File: config.mk
export PLATFORM = sky130hd
export DESIGN_NAME = pool_relu_stream
export DESIGN_NICKNAME = d
export VERILOG_FILES = /design/src/rtl/pool_relu_stream.sv
export SDC_FILE = /design/constraint.sdc
export NUM_CORES = 1
export LEC_CHECK = 0
export CORE_MARGIN = 4
export CORE_UTILIZATION = 45
export DETAILED_ROUTE_END_ITERATION = 10
export HOLD_SLACK_MARGIN = 0.12
export PLACE_DENSITY = 0.73
export SLEW_MARGIN = 15
export SYNTH_ARGS = -nofsm -noshare
export SYNTH_HDL_FRONTEND = slang
export SYNTH_SLANG_ARGS = --single-unit
File: constraint.sdc
create_clock -name clk -period 4.2 [get_ports clk]
set_input_delay 0.63 -clock clk [delete_from_list [all_inputs] [get_ports clk]]
set_output_delay 0.63 -clock clk [all_outputs]
set_load 0.005 [all_outputs]
File: src/rtl/pool_relu_stream.sv
// Streaming max/average pooling over 2^POOL_K_B samples per interleaved channel,
// with optional ReLU and a single-entry backpressured output register.
module pool_relu_stream #(
  parameter int unsigned DATA_WID = 16,
  parameter int unsigned CH_NUM   = 4,
  parameter int unsigned POOL_K_B = 1,
  parameter int unsigned CH_B     = (CH_NUM > 1) ? $clog2(CH_NUM) : 1
) (
  input  logic                       clk,
  input  logic                       reset,
  input  logic                       clear,
  input  logic                       cfg_mode,
  input  logic                       cfg_relu_en,
  input  logic                       in_valid,
  output logic                       in_ready,
  input  logic signed [DATA_WID-1:0] in_data,
  output logic                       out_valid,
  input  logic                       out_ready,
  output logic signed [DATA_WID-1:0] out_data,
  output logic        [CH_B-1:0]     out_ch,
  output logic                       out_last,
  output logic                       busy
);

  localparam int unsigned AccWid = DATA_WID + POOL_K_B;
  localparam logic [CH_B-1:0] ChLast = CH_B'(CH_NUM - 1);

  logic [CH_B-1:0]     ch_cnt_q, ch_cnt_d;
  logic [POOL_K_B-1:0] win_cnt_q, win_cnt_d;
  logic                mode_q, relu_q;
  logic signed [AccWid-1:0] acc_q [CH_NUM];

  logic                       out_valid_q;
  logic signed [DATA_WID-1:0] out_data_q;
  logic [CH_B-1:0]            out_ch_q;
  logic                       out_last_q;

  logic accept, take, grp_start, win_first, win_last, mode_eff, relu_eff;
  logic signed [AccWid-1:0]   samp_ext, acc_cur, acc_new, avg_sh, res_wide;
  logic signed [DATA_WID-1:0] res_raw, result;

  assign in_ready  = ~out_valid_q | out_ready;
  assign accept    = in_valid & in_ready;
  // A sample accepted together with clear is dropped entirely.
  assign take      = accept & ~clear;
  assign grp_start = (ch_cnt_q == '0) && (win_cnt_q == '0);
  assign win_first = (win_cnt_q == '0);
  assign win_last  = (win_cnt_q == '1);
  // The group's first sample already uses the configuration being latched.
  assign mode_eff  = grp_start ? cfg_mode : mode_q;
  assign relu_eff  = grp_start ? cfg_relu_en : relu_q;
  assign samp_ext  = {{POOL_K_B{in_data[DATA_WID-1]}}, in_data};
  assign acc_cur   = acc_q[ch_cnt_q];

  always_comb begin
    acc_new = samp_ext;
    if (!win_first) begin
      if (mode_eff) acc_new = acc_cur + samp_ext;
      else          acc_new = (samp_ext > acc_cur) ? samp_ext : acc_cur;
    end
    avg_sh   = acc_new >>> POOL_K_B;
    res_wide = mode_eff ? avg_sh : acc_new;
    res_raw  = DATA_WID'(res_wide);
    result   = (relu_eff && res_raw[DATA_WID-1]) ? '0 : res_raw;
  end

  always_comb begin
    ch_cnt_d  = ch_cnt_q;
    win_cnt_d = win_cnt_q;
    if (clear) begin
      ch_cnt_d  = '0;
      win_cnt_d = '0;
    end else if (accept) begin
      if (ch_cnt_q == ChLast) begin
        ch_cnt_d  = '0;
        win_cnt_d = win_cnt_q + POOL_K_B'(1);
      end else begin
        ch_cnt_d = ch_cnt_q + CH_B'(1);
      end
    end
  end

  always_ff @(posedge clk or posedge reset) begin
    if (reset) begin
      ch_cnt_q  <= '0;
      win_cnt_q <= '0;
      mode_q    <= 1'b0;
      relu_q    <= 1'b0;
      for (int i = 0; i < int'(CH_NUM); i++) acc_q[i] <= '0;
    end else begin
      ch_cnt_q  <= ch_cnt_d;
      win_cnt_q <= win_cnt_d;
      if (take && grp_start) begin
        mode_q <= cfg_mode;
        relu_q <= cfg_relu_en;
      end
      if (take) acc_q[ch_cnt_q] <= acc_new;
    end
  end

  always_ff @(posedge clk or posedge reset) begin
    if (reset) begin
      out_valid_q <= 1'b0;
      out_data_q  <= '0;
      out_ch_q    <= '0;
      out_last_q  <= 1'b0;
    end else begin
      if (out_valid_q && out_ready) out_valid_q <= 1'b0;
      if (take && win_last) begin
        out_valid_q <= 1'b1;
        out_data_q  <= result;
        out_ch_q    <= ch_cnt_q;
        out_last_q  <= (ch_cnt_q == ChLast);
      end
    end
  end

  assign out_valid = out_valid_q;
  assign out_data  = out_data_q;
  assign out_ch    = out_ch_q;
  assign out_last  = out_last_q;
  assign busy      = (ch_cnt_q != '0) || (win_cnt_q != '0);

endmodule

==> run_results.csv, run 1 <==
group,metric,value,unit
status,status,"completed",
clock_network,cts_resized,0,
grt,grt_antenna_before_repair,0,
floorplan,die_w,125,um
worst_setup_path,crit_type,"reg2reg",
synthesis,synthXorXnorAreaFrac,0.0157,
synthesis,synth_warnings,0,
worst_setup_path,cp.arrival,4.21,ns
worst_setup_path,crit_path_start_kind,"flip-flop",
synthesis,synthAdderAreaFrac,0.0786,
finish,drive_above_1_share,0.174,
sta,fin_worst_skew,0.0106,ns
floorplan,initial_utilization,0.462,
synthesis,async_flop_share,1.00,
sta,worst_pin_slew,0.980,ns
synthesis,synth_top_area_frac,0.379,
worst_setup_path,worst-path-max-fanout,7,
finish,diodes,0,
synthesis,synth_top_family_by_area,"compound AO/OA/AOI/OAI gates",
floorplan,die_h,125,um
detailed_routing,routedWlPerCell,20.3,um
sta,max_freq,251,MHz
worst_setup_path,cp_data_required_time,4.43,ns
grt,grt_usage,0.226,
clock_network,insertion_delay,0.35,ns
clock_network,cts-root-buf,"clkbuf_16",
sta,period_minus_slack,3.98,ns
sta,finalSetupViolCount,0,
synthesis,synthMuxAreaShare,0.134,
placed_design,portBuffers,44,
sta,setup_tns,0,ns
clock_network,post_cts_buffers,0,
synthesis,synth_area_per_cell,9.82,um2
power_and_ir_drop,leakage,3.12,nW
floorplan,dieArea,15600,um2
synthesis,syn_area,6140,um2
synthesis,synthSimpleGateAreaFrac,0.126,
clock_network,cts.sinks,93,
detailed_routing,detail_route.iter0.violations,580,
detailed_routing,route.final.wire_length,17.2,mm
synthesis,synthCells,626,
synthesis,synth_area_leaders,"dfrtp_1, ha_1, mux2_2",
detailed_routing,postRouteAntennaNets,0,
finish,nNetsFinal,728,
detailed_routing,vias_per_cell,6.06,
run,maxCapViolations,0,
power_and_ir_drop,vdd_drop_max,0.182,mV
min_path,holdCritPathClass,"reg2reg",
placed_design,gp_congestion,0.988,
synthesis,ys_ff_latch,93,
floorplan,pin_count,45,
worst_setup_path,endpoint_kind,"flip-flop",
sta,fin_crit_sh,0.948,
synthesis,ys_seq_area_frac,0.379,
grt,first_global_vias,5252,
synthesis,synth_area_leader_cell,"dfrtp_1",
grt,grt_max_degree,64,
finish,final_cell_mix,"dfrtp_1, nand2_1, o21ai_0, clkdlybuf4s50_1, inv_1",
detailed_routing,firstDrtPassIters,5,
sta,report.final.slew_viol_count,0,
clock_network,htree_levels,3,
clock_network,cts_tree,"built",
grt,grt_remaining_overflow,0,
sta,whs,0.480,ns
synthesis,syn-num-nets,687,
clock_network,cts_max_path_buffers,2,
clock_network,clk_pin_slew,0.07,ns
clock_network,numCtsBuffers,9,
clock_network,hold_buffers,0,
power_and_ir_drop,p_per_area,502,nW/um2
synthesis,synth_flop_cell,"dfrtp_1",
synthesis,synth_cell_type_count,79,
grt,grt_pass1_wl,28.3,mm
synthesis,synth_compound_area_frac,0.218,
finish,area_delta_synth_final,15.8,%
floorplan,rows,42,
finish,final_common_cell,"dfrtp_1",
sta,rsz0062_at_grt,"false",
placed_design,hpwlAfterDp,12.7,mm
detailed_routing,drc,0,
synthesis,synth-edff-count,0,
detailed_routing,num_vias,5141,
sta,hold_viol_final,0,
floorplan,core_area,13300,um2
sta,relSlewSlack,0.346,
==> kinds of logic (layout without fill, tap and decap cells) <==
family          Yosys count  in the layout
compound gates          181            181
simple gates            171            171
flops                    93             93
buf+inv                  73            119
mux                      59             59
fa+ha+maj                38             38
xor+xnor                 11             11
==> where the power goes <==
part,switching (mW),total [mW],leakage (nW),internal (mW)
clock network,0.372,0.839,0.147,0.467
logic,0.871,1.52,1.77,0.652
registers,0.110,1.21,1.20,1.10
==> layout make-up <==
cell class / instances / area [um2]
sequential: 93 / 2330
fill: 1151 / 6180
timing repair buffer: 62 / 588
tap: 176 / 220
inverter: 41 / 155
clock buffer: 10 / 229
clock inverter: 6 / 70.1
multi-input combinational: 460 / 3520
==> metal layers <==
metal	up-vias	GRT usage	routed length, um
met4	0	0.0931	426
met3	32	0.0266	892
met5	-	0	0
met1	2548	0.313	7780
met2	190	0.361	8120
li1	2371	-	-
==> path summary, 6_finish.rpt <==
path / endpoint / slack (ns) / start / cells after the start
max: out_data[13]$_DFFE_PP0P_ / 0.22 / ch_cnt_q[1]$_DFFE_PP0P_ / 13
min: out_data[14]$_DFFE_PP0P_ / 0.48 / out_data[14]$_DFFE_PP0P_ / 2
max reg2reg: out_data[13]$_DFFE_PP0P_ / 0.22 / ch_cnt_q[1]$_DFFE_PP0P_ / 13
min reg2reg: out_data[14]$_DFFE_PP0P_ / 0.48 / out_data[14]$_DFFE_PP0P_ / 2
max in group asynchronous: acc_q[37]$_DFFE_PP0P_ / 2.39 / reset / 3
min in group asynchronous: out_valid$_DFFE_PP0P_ / 0.64 / reset / 2
==> registers in the layout, indices dropped and copies added (netlist names) <==
signal and count:
ch_cnt_q 2, out_ch 2, out_last 1, out_valid 1, acc_q 68, win_cnt_q 1
relu_q 1, mode_q 1, out_data 16
==> worst max-delay path, stage by stage, from the launching register on <==
cell and delay, ns:
dfrtp_1 0.37, buf_4 0.17, mux4_2 0.56, ha_1 0.24, fa_1 0.40, nor2b_1 0.17
o31ai_1 0.48, a21o_1 0.19, nor3_1 0.05, or3_1 0.33, and2_4 0.20, o311ai_4 0.38
buf_4 0.23, o31ai_1 0.08
==> Yosys cell counts, types with 6 or more instances <==
master / n
a211oi_1: 6
a21oi_1: 35
buf_2: 7
clkbuf_1: 19
dfrtp_1: 93
ha_1: 37
inv_1: 39
mux2_2: 36
mux2i_1: 8
mux4_2: 15
nand2_1: 83
nand2b_1: 8
nand3_1: 9
nand4_1: 6
nor2_1: 29
nor2b_1: 8
nor3_1: 11
o21ai_0: 44
o31ai_1: 11
xnor2_1: 9
==> per-stage QoR <==
step / std cells / setup WS (ns) / utilization / power (mW) / instance area (um2)
2_1_floorplan: 626 / 0.497 / - / 2.27 / 6140
3_3_place_gp: 832 / 0.307 / 0.513 / 2.66 / 6810
3_5_place_dp: 832 / 0.224 / 0.513 / 2.71 / 6810
4_1_cts: 848 / 0.232 / 0.535 / 3.56 / 7110
5_1_grt: 848 / 0.0867 / 0.535 / 3.77 / 7110
6_report: 848 / 0.218 / 0.535 / 3.57 / 7110
(Power assumes the default switching activity.)
==> run 2, diff against run 1 <==
--- a/config.mk
+++ b/config.mk
@@ -8,6 +8,7 @@
 export CORE_MARGIN = 4
 export CORE_UTILIZATION = 45
 export DETAILED_ROUTE_END_ITERATION = 10
+export GPL_TIMING_DRIVEN = 0
 export HOLD_SLACK_MARGIN = 0.12
 export PLACE_DENSITY = 0.73
 export SLEW_MARGIN = 15
==> run_results.csv, run 2 (synthesis gave the netlist of run 1 again) <==
group,metric,value,unit
status,status,"completed",
floorplan,pin_count,45,
worst_setup_path,crit_path_start_kind,"flip-flop",
worst_setup_path,crit_type,"reg2reg",
sta,hold_viol_final,0,
power_and_ir_drop,p_per_area,491,nW/um2
power_and_ir_drop,p_total,3.59,mW
floorplan,rows,42,
sta,relSlewSlack,0.485,
min_path,holdCritPathClass,"reg2reg",
placed_design,placed_cells,847,
grt,grt_usage,0.236,
detailed_routing,route.final.wire_length,18.5,mm
worst_setup_path,cp_data_required_time,4.49,ns
detailed_routing,firstDrtPassIters,6,
finish,stdcell_area,7300,um2
finish,area_delta_synth_final,18.9,%
grt,grt_remaining_overflow,0,
worst_setup_path,startpoint,"ch_cnt_q[1]$_DFFE_PP0P_",
grt,grt_pass1_wl,28.9,mm
finish,drive_above_1_share,0.189,
finish,final_cell_mix,"dfrtp_1, nand2_1, clkdlybuf4s50_1",
clock_network,hold_buffers,0,
clock_network,cts-root-buf,"clkbuf_16",
floorplan,core_area,13300,um2
placed_design,placed_cell_area,6840,um2
power_and_ir_drop,vdd_drop_max,0.358,mV
clock_network,cts.sinks,93,
clock_network,cts_tree,"built",
detailed_routing,num_vias,5285,
sta,whs,0.479,ns
sta,fin_worst_skew,0.00992,ns
detailed_routing,vias_per_cell,6.09,
finish,diodes,0,
worst_setup_path,cp.arrival,4.38,ns
min_path,hp-start,"out_data[12]$_DFFE_PP0P_",
finish,largest-register,"acc_q",
sta,worst_pin_slew,0.773,ns
finish,instances_no_fill,868,
worst_setup_path,worst-path-max-fanout,10,
placed_design,gp_congestion,0.917,
sta,fin_crit_sh,0.973,
sta,period_minus_slack,4.09,ns
worst_setup_path,r2r_start,"ch_cnt_q[1]$_DFFE_PP0P_",
finish,largest_register_ffs,68,
grt,grt_antenna_before_repair,0,
grt,grt_max_degree,68,
detailed_routing,postRouteAntennaNets,0,
finish,fin_util,0.549,
detailed_routing,routedWlPerCell,21.3,um
finish,final_common_cell,"dfrtp_1",
floorplan,initial_utilization,0.462,
clock_network,htree_levels,3,
sta,finalSetupViolCount,0,
placed_design,portBuffers,44,
sta,max_freq,245,MHz
clock_network,clk_pin_slew,0.07,ns
detailed_routing,drc,0,
clock_network,insertion_delay,0.35,ns
worst_setup_path,regToRegSetupSlack,0.11,ns
worst_setup_path,endpoint_kind,"flip-flop",
detailed_routing,detail_route.iter0.violations,498,
floorplan,die_w,125,um
clock_network,numCtsBuffers,9,
power_and_ir_drop,leakage,3.13,nW
floorplan,die_h,125,um
finish,nNetsFinal,749,
clock_network,cts_max_path_buffers,2,
placed_design,hpwlAfterDp,13.8,mm
run,maxCapViolations,0,
floorplan,dieArea,15600,um2
grt,first_global_vias,5310,
sta,report.final.slew_viol_count,0,
run 2: cell types whose count changed in the layout (fill, tap and decap cells not counted), sizes merged:
cell	previous run	this run
clkinvlp	0	2
inv	42	44
bufinv	1	0
clkbuf	10	28
clkinv	4	1
buf	18	20
run 2: cell type report:
type | count | area (um2)
buffer | 32 | 170
clock buffer | 9 | 225
clock inverter | 6 | 46.3
fill | 1162 | 5990
inverter | 41 | 156
multi-input combinational | 460 | 3640
sequential | 93 | 2330
tap | 176 | 220
timing repair buffer | 51 | 513
run 2: routing by layer:
metal	global-route usage	wire (um)
met5	0	0
met4	0.0874	499
met3	0.0536	1470
met2	0.378	8760
met1	0.315	7730
run 2: worst max-delay path: stages (launching register included):
cell and delay (ns):
dfrtp_1 0.49, buf_6 0.23, mux4_2 0.58, ha_1 0.23, fa_1 0.38, nor2b_1 0.20, o311a_1 0.33, o21ai_2 0.21
a2111oi_0 0.19, or3_1 0.41, a32o_1 0.29, a2bb2oi_2 0.28, mux2_2 0.22
run 2: metrics by stage:
stage	setup WS, ns	TNS [ns]
after floorplan	0.497	0
after global placement	-0.677	-39.21
after detailed placement	-0.692	-31.15
after CTS	0.0144	0
after global routing	-0.0115	-0.0149
final	0.113	0
run 2: path summary, 6_finish.rpt:
check,endpoint,depth (start not counted)
setup / recovery,acc_q[10]$_DFFE_PP0P_,12
min in group asynchronous,acc_q[14]$_DFFE_PP0P_,2
max in group asynchronous,ch_cnt_q[0]$_DFFE_PP0P_,3
hold / removal,out_data[12]$_DFFE_PP0P_,2
hold reg to reg,out_data[12]$_DFFE_PP0P_,2
setup reg to reg,acc_q[10]$_DFFE_PP0P_,12
run 2: what timing repair did:
action                     in CTS  in global routing
setup endpoints to repair      84                 77
buffers inserted                1                  5
pin swaps                       1                  4
resized for setup              17                 18
run 2: power breakdown:
group | total (mW) | internal [mW] | switching, mW
sequential | 1.21 | 1.10 | 0.111
combinational | 1.60 | 0.688 | 0.909
clock | 0.779 | 0.404 | 0.376
==> run 3, diff against run 2 <==
--- a/config.mk
+++ b/config.mk
@@ -5,10 +5,11 @@
 export SDC_FILE = /design/constraint.sdc
 export NUM_CORES = 1
 export LEC_CHECK = 0
+export CAP_MARGIN = 20
+export CORE_ASPECT_RATIO = 1.1
 export CORE_MARGIN = 4
 export CORE_UTILIZATION = 45
 export DETAILED_ROUTE_END_ITERATION = 10
-export GPL_TIMING_DRIVEN = 0
 export HOLD_SLACK_MARGIN = 0.12
 export PLACE_DENSITY = 0.73
 export SLEW_MARGIN = 15
==> run_results.csv, run 3 (synthesis gave the netlist of run 1 again) <==
group,metric,value,unit
status,status,"completed",
worst_setup_path,endpoint_kind,"flip-flop",
worst_setup_path,crit_chain,"mux4_2 -> ha_1 -> fa_1 -> nor2b_1 -> o31ai_2 -> a21o_1 -> nor3_1 -> or3_1 -> and2_4 -> o311ai_4 -> o41ai_1",
worst_setup_path,reg2reg_depth,11,
sta,report.final.slew_viol_count,0,
finish,multi_input_area,3530,um2
detailed_routing,num_vias,5150,
detailed_routing,postRouteAntennaNets,0,
min_path,holdCritPathClass,"reg2reg",
finish,area_delta_synth_final,18.0,%
power_and_ir_drop,p_per_area,504,nW/um2
min_path,holdPathEnd,"acc_q[19]$_DFFE_PP0P_",
finish,nNetsFinal,741,
sta,setup_tns,0,ns
clock_network,numCtsBuffers,9,
detailed_routing,routedWlPerCell,19.9,um
clock_network,htree_levels,3,
placed_design,gp_congestion,1.06,
detailed_routing,vias_per_cell,5.93,
worst_setup_path,cp.arrival,4.20,ns
min_path,hold_depth,2,
worst_setup_path,r2r_start,"ch_cnt_q[1]$_DFFE_PP0P_",
run,maxCapViolations,0,
sta,fin_worst_skew,0.00677,ns
worst_setup_path,crit_type,"reg2reg",
sta,whs,0.476,ns
grt,grt_pass1_wl,28.0,mm
floorplan,initial_utilization,0.463,
clock_network,insertion_delay,0.34,ns
placed_design,placed_cell_area,6920,um2
detailed_routing,firstDrtPassIters,6,
finish,largest-register,"acc_q",
grt,grt_antenna_before_repair,0,
finish,final_cell_mix,"dfrtp_1, nand2_1, o21ai_0, clkdlybuf4s50_1, inv_1",
finish,instances_no_fill,868,
floorplan,dieArea,15600,um2
sta,relSlewSlack,0.336,
worst_setup_path,crit_buf_inv,0,
placed_design,hpwlAfterDp,12.7,mm
floorplan,die_h,131,um
floorplan,pin_count,45,
finish,regArea,2330,um2
grt,grt_max_degree,51,
finish,stdcell_area,7250,um2
sta,rsz0062_at_grt,"false",
worst_setup_path,regToRegSetupSlack,0.21,ns
finish,diodes,0,
clock_network,post_cts_buffers,0,
detailed_routing,route.final.wire_length,17.2,mm
finish,fillCellCount,1168,
finish,largest_register_ffs,68,
worst_setup_path,r2r_end,"out_data[7]$_DFFE_PP0P_",
floorplan,core_area,13300,um2
sta,hold_viol_final,0,
worst_setup_path,cp_slowest_cell,"mux4_2",
power_and_ir_drop,vdd_drop_max,0.250,mV
grt,first_global_vias,5230,
clock_network,cts.sinks,93,
clock_network,cts_tree,"built",
worst_setup_path,worst-path-max-fanout,11,
worst_setup_path,crit_path_start_kind,"flip-flop",
finish,drive_above_1_share,0.193,
grt,grt_usage,0.228,
worst_setup_path,critPathTopFamily,"compound AO/OA/AOI/OAI gates",
floorplan,die_w,119,um
detailed_routing,drc,0,
power_and_ir_drop,leakage,3.18,nW
floorplan,rows,44,
sta,fin_crit_sh,0.950,
worst_setup_path,cp_data_required_time,4.40,ns
min_path,hp-start,"acc_q[19]$_DFFE_PP0P_",
clock_network,clk_pin_slew,0.07,ns
worst_setup_path,max_stage_delay,0.59,ns
sta,max_freq,251,MHz
placed_design,portBuffers,44,
placed_design,placed_cells,853,
sta,worst_pin_slew,0.993,ns
clock_network,cts_max_path_buffers,2,
finish,fin_util,0.546,
sta,period_minus_slack,3.99,ns
detailed_routing,detail_route.iter0.violations,483,
clock_network,cts-root-buf,"clkbuf_16",
grt,grt_remaining_overflow,0,
finish,final_common_cell,"dfrtp_1",
sta,finalSetupViolCount,0,
[run 3: what timing repair did]
action / 4_1_cts / 5_1_grt
setup endpoints to repair: 12 / 18
cloned: 0 / 0
resized for setup: 1 / 1
hold buffers: 0 / 0
[run 3: worst reg2reg max path, delay by kind of cell, from the launching register on]
family / cells / cell delay, ns
AO/OA/AOI/OAI: 4 / 1.34
adder cells (fa/ha/maj): 2 / 0.64
multiplexers: 1 / 0.60
flip-flops: 1 / 0.52
AND/OR/NAND/NOR: 4 / 0.74
[run 3: worst max path at each step]
stage | from | endpoint | slack [ns] | depth (start not counted)
global route | ch_cnt_q[1]$_DFFE_PP0P_ | out_data[7]$_DFFE_PP0P_ | 0.02 | 13
global placement | ch_cnt_q[1]$_DFFE_PP0P_ | out_data[7]$_DFFE_PP0P_ | 0.04 | 11
finish | ch_cnt_q[1]$_DFFE_PP0P_ | out_data[7]$_DFFE_PP0P_ | 0.21 | 11
detailed placement | ch_cnt_q[1]$_DFFE_PP0P_ | out_data[7]$_DFFE_PP0P_ | -0.05 | 11
floorplan | ch_cnt_q[0]$_DFFE_PP0P_ | out_data[11]$_DFFE_PP0P_ | 0.50 | 14
CTS | ch_cnt_q[1]$_DFFE_PP0P_ | out_data[3]$_DFFE_PP0P_ | 0.11 | 11
[run 3: cell type report]
cell class,instances,share of cell area
clock buffer,9,0.0311
sequential,93,0.321
timing repair buffer,75,0.0946
inverter,41,0.0214
tap,184,0.0318
clock inverter,6,0.0133
multi-input combinational,460,0.487
[run 3: where the power goes]
part / switching (mW) / leakage [nW] / internal (mW)
registers: 0.103 / 1.20 / 1.10
logic: 0.871 / 1.83 / 0.675
clock network: 0.379 / 0.154 / 0.527
total: 1.35 / 3.18 / 2.30
[run 3: routing by layer]
| layer | up-vias | part of all wire | global-route usage |
|---|---|---|---|
| met1 | 2519 | 0.43 | 0.301 |
| met4 | 0 | 0.030 | 0.0863 |
| li1 | 2393 | - | - |
| met2 | 204 | 0.48 | 0.383 |
| met5 | - | 0 | 0 |
| met3 | 34 | 0.058 | 0.0336 |
[run 3: per-stage QoR]
| step | setup WS, ns | power (mW) |
|---|---|---|
| floorplan | 0.497 | 2.27 |
| global placement | 0.0430 | 2.68 |
| detailed placement | -0.0524 | 2.73 |
| CTS | 0.109 | 3.64 |
| global route | 0.0203 | 3.86 |
| finish | 0.209 | 3.65 |
